<file path="src/rtl/muldiv_pkg.sv">
// Shared types and helpers for the iterative RV64M multiply/divide unit.
package muldiv_pkg;

  localparam int XLEN = 64;

  typedef enum logic [2:0] {
    OP_MUL    = 3'd0,
    OP_MULH   = 3'd1,
    OP_MULHSU = 3'd2,
    OP_MULHU  = 3'd3,
    OP_DIV    = 3'd4,
    OP_DIVU   = 3'd5,
    OP_REM    = 3'd6,
    OP_REMU   = 3'd7
  } muldiv_op_e;

  typedef enum logic [1:0] {
    S_IDLE = 2'd0,
    S_CALC = 2'd1,
    S_FIX  = 2'd2,
    S_DONE = 2'd3
  } muldiv_state_e;

  localparam logic [XLEN-1:0] DIV_BY_ZERO_Q = '1;

  function automatic logic is_div(input muldiv_op_e op);
    return op[2];
  endfunction

  function automatic logic is_rem(input muldiv_op_e op);
    return (op == OP_REM) || (op == OP_REMU);
  endfunction

  function automatic logic is_signed_a(input muldiv_op_e op);
    return op inside {OP_MUL, OP_MULH, OP_MULHSU, OP_DIV, OP_REM};
  endfunction

  function automatic logic is_signed_b(input muldiv_op_e op);
    return op inside {OP_MUL, OP_MULH, OP_DIV, OP_REM};
  endfunction

endpackage

</file>
<file path="src/rtl/muldiv_step.sv">
// One radix-2 iteration: shift-add multiply (acc = {hi, multiplier}) or
// restoring shift-subtract divide (acc = {remainder, dividend/quotient}).
module muldiv_step
  import muldiv_pkg::*;
#(
  parameter int XLEN = muldiv_pkg::XLEN
) (
  input  logic              is_div_i,
  input  logic [2*XLEN-1:0] acc_i,
  input  logic [XLEN-1:0]   opnd_i,
  output logic [2*XLEN-1:0] acc_o
);

  logic [XLEN:0]   sum;
  logic [XLEN:0]   rem_sh;
  logic [XLEN-1:0] diff;
  logic            ge;

  always_comb begin
    sum    = {1'b0, acc_i[2*XLEN-1:XLEN]} + (acc_i[0] ? {1'b0, opnd_i} : '0);
    // Partial remainder after the left shift can need XLEN+1 bits.
    rem_sh = acc_i[2*XLEN-1:XLEN-1];
    ge     = rem_sh >= {1'b0, opnd_i};
    diff   = rem_sh[XLEN-1:0] - opnd_i;
    if (is_div_i) acc_o = {(ge ? diff : rem_sh[XLEN-1:0]), acc_i[XLEN-2:0], ge};
    else          acc_o = {sum, acc_i[XLEN-1:1]};
  end

endmodule

</file>
<file path="src/rtl/muldiv_unit.sv">
// Iterative RV64M multiply/divide unit (IDLE -> CALC -> FIX -> DONE).
// Optional MULDIV_EARLY_OUT_EN: multiplies finish once the multiplier runs out of ones.
module muldiv_unit
  import muldiv_pkg::*;
#(
  parameter int XLEN = muldiv_pkg::XLEN,
  parameter int OPW  = 3
) (
  input  logic            clock,
  input  logic            reset,
  input  logic            start,
  input  logic [OPW-1:0]  op,
  input  logic [XLEN-1:0] rs1_val,
  input  logic [XLEN-1:0] rs2_val,
  input  logic [4:0]      rd,
  output logic            busy,
  output logic            done,
  output logic [XLEN-1:0] result,
  output logic [4:0]      regwriteaddress,
  output logic            write
);

  localparam int CW = $clog2(XLEN);
  localparam logic [XLEN-1:0] MIN_NEG = {1'b1, {(XLEN-1){1'b0}}};

  muldiv_state_e     state_q, state_d;
  muldiv_op_e        op_q, op_d, op_in;
  logic [2*XLEN-1:0] acc_q, acc_d, step_acc, prod_fix;
  logic [XLEN-1:0]   opnd_q, opnd_d, res_q, res_d;
  logic [XLEN-1:0]   mag_a, mag_b, fix_sel;
  logic [CW-1:0]     cnt_q, cnt_d;
  logic              neg_q, neg_d;
  logic [4:0]        rd_q, rd_d;
  logic              sa, sb, div_zero, div_ovf;
`ifdef MULDIV_EARLY_OUT_EN
  logic [XLEN-1:0]   mplr_q, mplr_d;
`endif

  muldiv_step #(.XLEN(XLEN)) u_step (
    .is_div_i (is_div(op_q)),
    .acc_i    (acc_q),
    .opnd_i   (opnd_q),
    .acc_o    (step_acc)
  );

  always_comb begin
    op_in    = muldiv_op_e'(op);
    sa       = is_signed_a(op_in) & rs1_val[XLEN-1];
    sb       = is_signed_b(op_in) & rs2_val[XLEN-1];
    mag_a    = sa ? -rs1_val : rs1_val;
    mag_b    = sb ? -rs2_val : rs2_val;
    div_zero = is_div(op_in) && (rs2_val == '0);
    div_ovf  = is_div(op_in) && is_signed_b(op_in) && (rs1_val == MIN_NEG) && (rs2_val == '1);
  end

  // Low half of a negated product equals the negated low half, so DIV reuses prod_fix.
  always_comb begin
    prod_fix = neg_q ? -acc_q : acc_q;
    case (op_q)
      OP_MUL:                       fix_sel = prod_fix[XLEN-1:0];
      OP_MULH, OP_MULHSU, OP_MULHU: fix_sel = prod_fix[2*XLEN-1:XLEN];
      OP_DIV, OP_DIVU:              fix_sel = prod_fix[XLEN-1:0];
      default:                      fix_sel = neg_q ? -acc_q[2*XLEN-1:XLEN] : acc_q[2*XLEN-1:XLEN];
    endcase
  end

  always_comb begin
    state_d = state_q;
    op_d    = op_q;
    acc_d   = acc_q;
    opnd_d  = opnd_q;
    cnt_d   = cnt_q;
    neg_d   = neg_q;
    rd_d    = rd_q;
    res_d   = res_q;
`ifdef MULDIV_EARLY_OUT_EN
    mplr_d  = mplr_q;
`endif
    unique case (state_q)
      S_IDLE: begin
        if (start) begin
          op_d    = op_in;
          rd_d    = rd;
          cnt_d   = CW'(XLEN - 1);
          neg_d   = is_rem(op_in) ? sa : (sa ^ sb);
          state_d = S_CALC;
          if (is_div(op_in)) begin
            acc_d  = {{XLEN{1'b0}}, mag_a};
            opnd_d = mag_b;
          end else begin
            acc_d  = {{XLEN{1'b0}}, mag_b};
            opnd_d = mag_a;
          end
`ifdef MULDIV_EARLY_OUT_EN
          mplr_d = mag_b;
`endif
          // Fast-path results are loaded pre-signed so FIX passes them through.
          if (div_zero) begin
            acc_d   = {rs1_val, DIV_BY_ZERO_Q};
            neg_d   = 1'b0;
            state_d = S_FIX;
          end else if (div_ovf) begin
            acc_d   = {{XLEN{1'b0}}, rs1_val};
            neg_d   = 1'b0;
            state_d = S_FIX;
          end
`ifdef MULDIV_EARLY_OUT_EN
          else if (!is_div(op_in) && (mag_b == '0)) begin
            acc_d   = '0;
            state_d = S_FIX;
          end
`endif
        end
      end
      S_CALC: begin
        acc_d = step_acc;
        cnt_d = cnt_q - 1'b1;
        if (cnt_q == '0) state_d = S_FIX;
`ifdef MULDIV_EARLY_OUT_EN
        mplr_d = mplr_q >> 1;
        // Remaining iterations would only shift; do them all at once.
        if (!is_div(op_q) && (mplr_q == '0)) begin
          acc_d   = acc_q >> ({1'b0, cnt_q} + 1'b1);
          state_d = S_FIX;
        end
`endif
      end
      S_FIX: begin
        res_d   = fix_sel;
        state_d = S_DONE;
      end
      S_DONE: state_d = S_IDLE;
    endcase
  end

  always_ff @(posedge clock or posedge reset) begin
    if (reset) begin
      state_q <= S_IDLE;
      op_q    <= OP_MUL;
      acc_q   <= '0;
      opnd_q  <= '0;
      cnt_q   <= '0;
      neg_q   <= 1'b0;
      rd_q    <= '0;
      res_q   <= '0;
`ifdef MULDIV_EARLY_OUT_EN
      mplr_q  <= '0;
`endif
    end else begin
      state_q <= state_d;
      op_q    <= op_d;
      acc_q   <= acc_d;
      opnd_q  <= opnd_d;
      cnt_q   <= cnt_d;
      neg_q   <= neg_d;
      rd_q    <= rd_d;
      res_q   <= res_d;
`ifdef MULDIV_EARLY_OUT_EN
      mplr_q  <= mplr_d;
`endif
    end
  end

  assign busy            = (state_q != S_IDLE);
  assign done            = (state_q == S_DONE);
  assign write           = done && (rd_q != '0);
  assign result          = res_q;
  assign regwriteaddress = rd_q;

endmodule

</file>
<file path="config.mk">
export PLATFORM = sky130hd
export DESIGN_NAME = muldiv_unit
export DESIGN_NICKNAME = d
export VERILOG_FILES = /design/src/rtl/muldiv_pkg.sv /design/src/rtl/muldiv_step.sv /design/src/rtl/muldiv_unit.sv
export SDC_FILE = /design/constraint.sdc
export NUM_CORES = 2
export LEC_CHECK = 0
export ABC_AREA = 1
export CAP_MARGIN = 20
export CELL_PAD_IN_SITES_DETAIL_PLACEMENT = 1
export CELL_PAD_IN_SITES_GLOBAL_PLACEMENT = 1
export CORE_UTILIZATION = 38
export CTS_CLUSTER_DIAMETER = 150
export CTS_CLUSTER_SIZE = 12
export DETAILED_ROUTE_END_ITERATION = 12
export HOLD_SLACK_MARGIN = 0.05
export PLACE_DENSITY = 0.8
export RECOVER_POWER = 100
export SLEW_MARGIN = 5
export SYNTH_ARGS = -nofsm -noshare
export SYNTH_HDL_FRONTEND = slang
export SYNTH_SLANG_ARGS = --single-unit
</file>
<file path="constraint.sdc">
create_clock -name clock -period 8.9 [get_ports clock]
set_input_delay 1.78 -clock clock [delete_from_list [all_inputs] [get_ports clock]]
set_output_delay 1.78 -clock clock [all_outputs]
set_load 0.02 [all_outputs]
</file>
==> qor.yml <==
run_status:
  status: "complete, but fails checks"
  violations: "capacitance limit, slew limit"
cts:
  cts-buffers-inserted: 28
  cts_tree: "yes"
  cts-root-buf: "clkbuf_16"
  cts_setup_buffers: 0
  clock_path_buffers: 3
  h-tree-depth: 1
  clock_latency_ps: 690
  holdBufCountCts: 0
  clk_pin_slew_worst_paths_ps: 70
  cts_sinks: 273
  cts_resized: 0
critical_path:
  regToRegEndpoint: "opnd_q[36]$_DFFE_PP0P_"
  cp_slowest_cell: "clkbuf_1"
  path_buf_inv: 3
  critPathTopFamily: "buffers and inverters"
  critical_path.startpoint_type: "input port"
  cp_common_cell: "clkbuf_1"
  cpPeakStageDelay_ps: 2360
  timing.reg2reg.setup_slack_ps: 2810
  path_cells: "dlygate4sd3_1, nand2_1, clkbuf_1, nor2_4, clkbuf_1, nand3_1, o211ai_1"
  timing.rr.start: "state_q[0]$_DFFE_PP0P_"
  crit_required_ps: 9440
  crit_path_max_fanout: 57
  arrival_ps: 7350
  rr_worst_depth: 8
  endpoint_kind: "flip-flop"
  path_class: "input port to flip-flop"
sta:
  fin_crit_sh_pct: 76.6
  hold_violations: 0
  setup_ws_ps: 2080
  max_freq_mhz: 147
  final-setup-viol-count: 0
  slew_headroom_pct: -123
  layout_min_cycle_time_ps: 6820
  setup-tns-final_ps: 0
  rsz0062_at_grt: "false"
  finalMaxSlewViolations: 383
  finalClockSkew_ps: 76.0
  tightestPinTransition_ps: 3340
floorplanning:
  num_rows: 116
  die_h_um: 320
  pin_count: 211
  core_area_um2: 100000
  initial_utilization_pct: 38.3
  dieArea_um2: 102000
  dieWidth_um: 320
drt:
  vias: 52200
  drt_iter0_drc: 6673
  drt_wl_total_um: 262000
  drc: 0
  detail_route.wl_per_cell_um: 30.6
  postRouteAntennaNets: 0
  avgViaCountPerCell: 6.11
  dr.pass1.iters: 7
global_route:
  grtUsageTotal_pct: 49.7
  grt_max_degree: 154
  grt_pass1_wl_um: 364000
  overflow: 0
  grt_pass1_vias: 50200
  antenna_found_initial: 21
final_layout:
  drive_gt1_share_pct: 2.70
  final_common_cell: "nand2_1"
  fill_cells: 14300
  nets: 7507
  final_cell_mix: "nand2_1, inv_1, nor2_1"
  final_cells: 8542
  area_growth_pct: 10.9
logic_synthesis:
  synth_edf_count: 0
  synthCells: 7133
  syn-num-nets: 7413
  seq_area_frac_synth_pct: 17.8
  synth_cell_type_count: 54
  syn_area_um2: 38300
  yosys_most_used_dff: "dfrtp_1"
  synth_top_area_cell: "nand2_1"
  ys_ff_latch: 273
  netlist_top_cells_area: "nand2_1, dfrtp_1, inv_1, nor2_1, nand3_1"
  synthArstFlopShare_pct: 100
  synth.top_cell.area_share_pct: 22.6
  syn-mean-instance-area_um2: 5.37
  ys_warn_count: 0
flow_run:
  max_cap_violations: 7
worst_hold_path:
  holdPathStages: 2
  min_from: "result[25]$_DFFE_PP0P_"
  hold_class: "flip-flop to flip-flop"
  hold_end: "result[25]$_DFFE_PP0P_"
power_and_ir_drop:
  p_per_area_nw_per_um2: 493
  vdd_drop_max_uv: 433
  power_mw: 21.0
  power.leakage_nw: 21.5
placement:
  gp_congestion: 1.09
  dp_cells: 8494
  place_ws_ps: 3650
  port_buffers: 210
  dpl.hpwl_um: 213000
==> worst min-delay path: stages, from the launching register on <==
cell and delay, ps:
dfrtp_1 340, nand2_1 50, nand2_1 60
==> flip-flops by register name, summed over array words and instances (netlist names) <==
| name | cells |
|---|---|
| acc_q | 128 |
| opnd_q | 64 |
| result | 64 |
| cnt_q | 6 |
| regwriteaddress | 5 |
| op_q | 3 |
| state_q | 2 |
| neg_q | 1 |
==> routing by layer <==
| metal | vias up | global-route usage (%) | routed length, um |
|---|---|---|---|
| met1 | 25200 | 62.8 | 102000 |
| met5 | - | 0 | 155 |
| met3 | 746 | 18.5 | 35600 |
| li1 | 22900 | - | - |
| met4 | 18 | 30.2 | 19600 |
| met2 | 3313 | 71.5 | 105000 |
==> logic make-up (layout without fill, tap and decap cells) <==
logic type | after synthesis | after routing | share of synthesized area, %
flip-flops | 273 | 273 | 17.8
AND/OR/NAND/NOR | 4194 | 4194 | 45.6
other | 0 | 9 | 0
adder cells (fa/ha/maj) | 141 | 141 | 4.64
AO/OA/AOI/OAI | 1046 | 1046 | 14.9
buffers and inverters | 1306 | 1408 | 13.1
XOR/XNOR | 173 | 173 | 3.95
==> report_power, final <==
group / switching [mW] / internal, mW
combinational: 12.2 / 4.40
sequential: 1.28 / 1.88
clock: 0.633 / 0.571
==> final cells by class <==
class                      count  area, um2  share of cell area [%]
inverter                    1086       4080                    9.60
clock inverter                 6       65.1                   0.153
sequential                   273       6840                    16.1
antenna                        9       22.5                  0.0530
clock buffer                  32        716                    1.68
multi-input combinational   5554      26500                    62.4
timing repair buffer         284       2650                    6.23
tap                         1298       1620                    3.82
==> metrics by stage <==
step	instance area, um2	util [%]	hold slack, ps
finish	42500	42.5	481
global route	42500	42.5	516
CTS	42600	42.6	490
detailed placement	41800	41.8	476
global placement	41800	41.8	464
floorplan	38300	-	468
==> Yosys cell counts, types with 16 or more instances <==
library cell	instances
xnor2_1	23
o21bai_1	27
a31oi_1	16
nand3b_1	44
buf_2	18
a21oi_1	477
nand2_1	2309
nand4_1	103
xor2_1	150
buf_1	25
nand3_1	614
ha_1	139
clkbuf_1	162
nor3_1	89
nor4_1	20
or2_2	40
dfrtp_1	273
o21ai_0	374
inv_1	1073
o211ai_1	70
nor2_1	914
a22oi_1	44
==> worst max-delay path by stage <==
stage	from	to	slack, ps	depth (start not counted)
2_1_floorplan	reset	acc_q[0]$_DFFE_PP0P_	3510	1
3_3_place_gp	rs1_val[0]	acc_q[15]$_DFFE_PP0P_	3750	15
3_5_place_dp	rs1_val[11]	acc_q[15]$_DFFE_PP0P_	3650	14
4_1_cts	rs1_val[11]	acc_q[15]$_DFFE_PP0P_	4330	14
5_1_grt	reset	op_q[2]$_DFFE_PP0P_	2140	3
6_report	start	opnd_q[36]$_DFFE_PP0P_	2080	7
Power figures use the tool's default switching activity.
